File: src/rtl/mc_wdata_drain.sv
// Write-data drain: pops BL beats from the write-data FIFO after a programmable latency.
// Optional MC_WDATA_PARITY_EN adds a registered even-parity bit on the write-data beat.
module mc_wdata_drain #(
    parameter int WIDTH  = 8,
    parameter int BL     = 8,
    parameter int WL_MAX = 15,
    localparam int LAT_W  = $clog2(WL_MAX + 1),
    localparam int BEAT_W = $clog2(BL)
) (
    input  logic             clk_i,
    input  logic             rst_n_i,
    input  logic             wr_start_i,
    input  logic [LAT_W-1:0] wr_lat_i,
    output logic             wr_busy_o,
    output logic             pop_o,
    input  logic [WIDTH-1:0] pop_data_i,
    input  logic             pop_vld_i,
    output logic             wrdata_en_o,
    output logic [WIDTH-1:0] wrdata_o,
    output logic             wrdata_mask_o,
    output logic             done_o,
    output logic             underrun_o,
    input  logic             underrun_clr_i
`ifdef MC_WDATA_PARITY_EN
    ,
    output logic             wrdata_par_o
`endif
);

    typedef enum logic [1:0] {
        IDLE  = 2'd0,
        WAIT  = 2'd1,
        BURST = 2'd2
    } state_t;

    state_t             state_reg, state_next;
    logic [LAT_W-1:0]   lat_cnt_reg, lat_cnt_next;
    logic [BEAT_W-1:0]  beat_cnt_reg, beat_cnt_next;

    logic               wrdata_en_reg, wrdata_en_next;
    logic [WIDTH-1:0]   wrdata_reg, wrdata_next;
    logic               wrdata_mask_reg, wrdata_mask_next;
    logic               done_reg, done_next;
    logic               underrun_reg, underrun_next;

    logic               in_burst;
    logic               last_beat;

    assign in_burst  = (state_reg == BURST);
    assign last_beat = (beat_cnt_reg == BEAT_W'(BL - 1));

    always_ff @(posedge clk_i or negedge rst_n_i) begin
        if (!rst_n_i) begin
            state_reg       <= IDLE;
            lat_cnt_reg     <= '0;
            beat_cnt_reg    <= '0;
            wrdata_en_reg   <= 1'b0;
            wrdata_reg      <= '0;
            wrdata_mask_reg <= 1'b0;
            done_reg        <= 1'b0;
            underrun_reg    <= 1'b0;
        end else begin
            state_reg       <= state_next;
            lat_cnt_reg     <= lat_cnt_next;
            beat_cnt_reg    <= beat_cnt_next;
            wrdata_en_reg   <= wrdata_en_next;
            wrdata_reg      <= wrdata_next;
            wrdata_mask_reg <= wrdata_mask_next;
            done_reg        <= done_next;
            underrun_reg    <= underrun_next;
        end
    end

    always_comb begin
        state_next    = state_reg;
        lat_cnt_next  = lat_cnt_reg;
        beat_cnt_next = beat_cnt_reg;
        case (state_reg)
            IDLE: begin
                beat_cnt_next = '0;
                if (wr_start_i) begin
                    if (wr_lat_i == '0) begin
                        state_next = BURST;
                    end else begin
                        lat_cnt_next = wr_lat_i;
                        state_next   = WAIT;
                    end
                end
            end
            WAIT: begin
                // Terminal count is 1 so WAIT spans exactly wr_lat cycles.
                lat_cnt_next = lat_cnt_reg - LAT_W'(1);
                if (lat_cnt_reg == LAT_W'(1)) begin
                    state_next = BURST;
                end
            end
            BURST: begin
                if (last_beat) begin
                    beat_cnt_next = '0;
                    state_next    = IDLE;
                end else begin
                    beat_cnt_next = beat_cnt_reg + BEAT_W'(1);
                end
            end
            default: begin
                state_next    = IDLE;
                lat_cnt_next  = '0;
                beat_cnt_next = '0;
            end
        endcase
    end

    // Underrun never stalls: the slot is spent on a zeroed, masked beat.
    always_comb begin
        wrdata_en_next   = in_burst;
        wrdata_next      = (in_burst && pop_vld_i) ? pop_data_i : '0;
        wrdata_mask_next = in_burst && !pop_vld_i;
        done_next        = in_burst && last_beat;
        underrun_next    = underrun_reg;
        if (wrdata_mask_next) begin
            underrun_next = 1'b1;
        end else if (underrun_clr_i) begin
            underrun_next = 1'b0;
        end
    end

    assign wr_busy_o     = (state_reg != IDLE);
    assign pop_o         = in_burst;
    assign wrdata_en_o   = wrdata_en_reg;
    assign wrdata_o      = wrdata_reg;
    assign wrdata_mask_o = wrdata_mask_reg;
    assign done_o        = done_reg;
    assign underrun_o    = underrun_reg;

`ifdef MC_WDATA_PARITY_EN
    logic wrdata_par_reg;

    // Masked beats carry zero data, so their parity is naturally 0.
    always_ff @(posedge clk_i or negedge rst_n_i) begin
        if (!rst_n_i) begin
            wrdata_par_reg <= 1'b0;
        end else begin
            wrdata_par_reg <= ^wrdata_next;
        end
    end

    assign wrdata_par_o = wrdata_par_reg;
`endif

endmodule

File: config.mk
export PLATFORM = sky130hd
export DESIGN_NAME = mc_wdata_drain
export DESIGN_NICKNAME = d
export VERILOG_FILES = /design/src/rtl/mc_wdata_drain.sv
export SDC_FILE = /design/constraint.sdc
export NUM_CORES = 1
export LEC_CHECK = 0
export CAP_MARGIN = 40
export CORE_MARGIN = 1.5
export CORE_UTILIZATION = 39
export CTS_CLUSTER_SIZE = 28
export DETAILED_ROUTE_END_ITERATION = 12
export PLACE_DENSITY = 0.73
export SYNTH_ARGS = -nofsm -noshare
export SYNTH_HDL_FRONTEND = slang
export SYNTH_SLANG_ARGS = --single-unit
File: constraint.sdc
create_clock -name clk_i -period 1.2 [get_ports clk_i]
set_input_delay 0.18 -clock clk_i [delete_from_list [all_inputs] [get_ports clk_i]]
set_output_delay 0.18 -clock clk_i [all_outputs]
set_load 0.01 [all_outputs]
After elaboration in Yosys (flattened, before gate mapping)
Cells that the tools add are included.

storage, ports and cells
  memory bits (read-only) = 0
  latch bits = 0
  memories = 0
  RAM bits = 0
  register bits after elaboration = 21
  logic and storage cells = 42

cells by class
  equal/unequal tests = 8
  bitwise gates (word level) = 1
  multiply operators = 0
  add/subtract/negate cells = 2
  shift-type cells = 0
  order comparisons = 0
  reduce and logical (&&, ||, !) cells = 10
  multiplexer cells = 13
  divide/modulo/power cells = 0

operator list
  kind                                                                number
  4-bit case mux with 3 select lines                                  1
  2-bit two-way mux                                                   4
  4-bit two-way mux                                                   2
  8-bit two-way mux                                                   1
  2-bit != test, second input constant                                3
  2-bit case mux with 3 select lines                                  1
  3-bit case mux with 2 select lines                                  1
  3-bit AND reduction                                                 2
  4-bit by 1-bit == test with 1-bit output, second input constant     1
  4-bit logical NOT                                                   1
  2-bit nonzero test                                                  2
  4-bit by 1-bit subtractor with 4-bit output, second input constant  1
  3-bit by 1-bit adder with 3-bit output, second input constant       1
  3-bit == test, second input constant                                1
  1-bit logical AND                                                   3
  3-bit two-way mux                                                   1
  2-bit by 1-bit == test with 1-bit output, second input constant     1
  2-bit == test, second input constant                                1
  2-bit logical NOT                                                   1
  1-bit two-way mux                                                   2
  2-bit by 1-bit != test with 1-bit output, second input constant     1
  1-bit logical NOT                                                   1
  1-bit NOT                                                           1

Longest topological paths before layout
  word-level depth = 4
  depth in mapped cells = 5

Worst setup path before layout
No wires, ideal clock.

  path type = register -> register
  from = register lat_cnt_reg[0]
  to = register lat_cnt_reg[2]
  cell stages (with the launch flop) = 6
  clock period less this slack = 1155 ps
  library setup time = 64 ps
  setup slack = 45 ps
  buffers on the path = 0
  data arrival time = 1091 ps
  cell sequence = dfrtp_1 > inv_1 > ha_1 > nand2b_1 > a311oi_1 > a21o_1

between the ends
  cells in the longest elaborated chain, start to end = 2

RTL lines
  what                                         line  text
  start: declaration                           37    logic [LAT_W-1:0] lat_cnt_reg, lat_cnt_next;
  start signal: assignment                     64    lat_cnt_reg <= lat_cnt_next;
  4-bit by 1-bit subtractor with 4-bit output  92    lat_cnt_next = lat_cnt_reg - LAT_W'(1);
  4-bit case mux with 3 select lines           78    case (state_reg)

Every way passes these cells.
A chain may end at the register's enable or synchronous reset.

Final worst setup path
  from = register state_reg[1]
  to = output wr_busy_o

between the ends
  cells in the longest elaborated chain, start to end = 1

RTL lines
  what                      line  text
  start: declaration        36    state_t state_reg, state_next;
  start signal: assignment  63    state_reg <= state_next;
  2-bit nonzero test        127   assign wr_busy_o = (state_reg != IDLE);
  end: declaration          14    output logic wr_busy_o,

Every way passes these cells.

==> results.cfg <==
[status]
status = complete, but fails checks
violations = setup timing

[synth]
synthesis.area_um2 = 921
synth-seq-cells = 21
synth_edf_count = 0
synthTopCellsByArea = dfrtp_1 57%, and3_1 5.4%, ha_1 5.4%, inv_1 2.0%, nand2b_1 2.0%
synth_top_cell_area_share_pct = 57.1
ys_warn_count = 0
yosysMostFrequentCell = dfrtp_1
ys_seq_area_share_pct = 57.1
yosys.area.top_type = dfrtp_1
synth_common_cells = 21 x dfrtp_1, 8 x and3_1, 5 x inv_1, 4 x ha_1
syn_inst = 78
synth_ff_type = dfrtp_1
synth_cell_type_count = 32
syn_nets = 99
async_flop_share_pct = 100
post_synth.cell_area_avg_um2 = 11.8

[sta]
finalHoldViolations = 0
fin_ws_ns = -0.0587
period_minus_slack_ns = 1.26
fmax_ghz = 0.794
worstMarginPinSlew_ns = 0.256
rsz0062_at_grt = true
setup_tns_ns = -0.150
hold_ws_ns = 0.219
finalCritPeriodShare_pct = 105
skew_ns = 0.00180
final-setup-viol-count = 4
relSlewSlack_pct = 82.9
drv_slew = 0

[worst_setup_path]
path_max_fanout = 3
required_ns = 1.02
path_cells = or2_4 > buf_6
crit_buf_inv = 1
cp_slowest_cell = dfrtp_1
crit_family = flip-flops
arrival_ns = 1.08
crit_path_max_incr_delay_ns = 0.43
endpoint_kind = output pin
cp-start-kind = flip-flop
crit_type = reg -> out

[power]
p_seq_share_pct = 34.5
leakage_nw = 0.775
power.total_mw = 2.92
switching_share_pct = 34.5
peakVddDrop_v = 0.00119
switching_power_mw = 1.01
cellPowerDensity_nw_per_um2 = 1960
internal_power_mw = 1.92
combPwrFrac_pct = 54.5
clkPwrFrac_pct = 11.0

[floorplanning]
chipWidth_um = 51.6
fp-row-count = 17
die_h_um = 51.6
die_area_um2 = 2660
core_area_um2 = 2210
io_pins = 31
start_util_pct = 41.6

[global_routing]
grt_usage_pct = 17.9
met3_usage_pct = 4.89
grt_pass1_wl_mm = 3.57
met1_usage_pct = 19.5
antenna_found_initial = 0
grt_overflow_total = 0
met2_usage_pct = 32.9
grt_max_degree = 22
grt_pass1_vias = 850
grt_busiest_layer = met2

[clock_tree]
cts.sinks = 21
cts_max_path_buffers = 2
cts_tree = yes
clock_latency_ns = 0.29
cts.clk_slew.worst_paths_ns = 0.11
clock_tree.root_cell = clkbuf_4
cts_made_buffers = 3
htree_levels = 1

[routing]
drcViolationCount = 0
wl_mm = 2.07
drtIter0Drc = 5
dr.pass1.iters = 4
postRouteAntennaNets = 0
wl_per_cell_um = 13.4
via_per_inst = 5.04
vias = 781

[final_layout]
utilization_pct = 67.5
largest_reg_flops = 8
n_antenna_cell = 0
nNetsFinal = 149
drive_gt1_share_pct = 36.2
syn_to_final_growth_pct = 62.1

[place]
place_hpwl_mm = 1.53
place_ws_ns = -0.357
gp_congestion = 0.823
portBuffers = 30

[flow_run]
max_cap_viol_count = 0

[hold_path]
hold_path.class = in -> async
## worst paths after layout
| kind | startpoint | to | slack [ns] | cells past startpoint |
|---|---|---|---|---|
| max | state_reg[1] | wr_busy_o | -0.06 | 2 |
| min | rst_n_i | wrdata_o[0] | 0.22 | 2 |
| max reg2reg | state_reg[1] | lat_cnt_reg[3] | -0.04 | 5 |
| min reg2reg | beat_cnt_reg[1] | beat_cnt_reg[1] | 0.52 | 1 |
| max in group asynchronous | rst_n_i | lat_cnt_reg[0] | 0.76 | 2 |
| min in group clk_i | wr_lat_i[3] | state_reg[1] | 0.34 | 4 |
## cell families (layout without fill, tap and decap cells)
group	Yosys count	after routing	share of synthesized area (%)
AND/OR/NAND/NOR	27	27	17.8
XOR/XNOR	1	1	0.951
AO/OA/AOI/OAI	16	16	14.0
buffers and inverters	8	57	3.67
multiplexers	1	1	1.09
adder cells (fa/ha/maj)	4	4	5.43
flip-flops	21	21	57.1
## per-layer routing
layer / wire length (um) / up-vias
met3: 165 / 2
met1: 843 / 366
li1: - / 380
met4: 10 / 0
met5: 0 / -
met2: 1060 / 33
## stage by stage
step / cells / instance area (um2)
2_1_floorplan: 78 / 921
3_3_place_gp: 145 / 1330
3_5_place_dp: 145 / 1330
4_1_cts: 155 / 1450
5_1_grt: 155 / 1490
6_report: 155 / 1490
## cell usage in the layout, fill, tap and decap left out, types with 2 or more instances in the layout
master	n
dfrtp_1	20
buf_4	16
clkdlybuf4s50_1	14
dlygate4sd2_1	14
and3_1	8
buf_6	4
inv_2	3
nand2_1	3
clkbuf_4	3
nand2b_4	2
nor2_1	2
o31ai_2	2
a21oi_1	2
a22o_1	2
ha_4	2
## worst register-to-register path: stages, from the launching register on
cell,delay (ns)
dfrtp_1,0.43
buf_4,0.15
buf_4,0.15
inv_4,0.06
nand2_1,0.05
a221o_1,0.29
## power groups by stage
stage / clock (mW) / sequential (mW) / combinational, mW
2_1_floorplan: 0 / 1.02 / 0.637
3_3_place_gp: 0 / 0.998 / 1.16
3_5_place_dp: 0 / 1.00 / 1.19
4_1_cts: 0.335 / 0.999 / 1.48
5_1_grt: 0.362 / 1.03 / 1.74
6_report: 0.321 / 1.01 / 1.59
## timing repair
action	in CTS	in global routing
pin swaps	5	4
resized for setup	40	9
setup endpoints to repair	20	11
hold buffers	0	0
gates cloned	0	0
setup buffers	6	0
## layout make-up
type	instances	area [um2]
fillers	184	719
clock buffers	3	22.5
repair buffers	48	428
clock inverters	1	5.00
multi-input cells	49	454
well taps	28	35.0
flip-flops and latches	21	527
inverters	5	21.3
(Power assumes the default switching activity.)
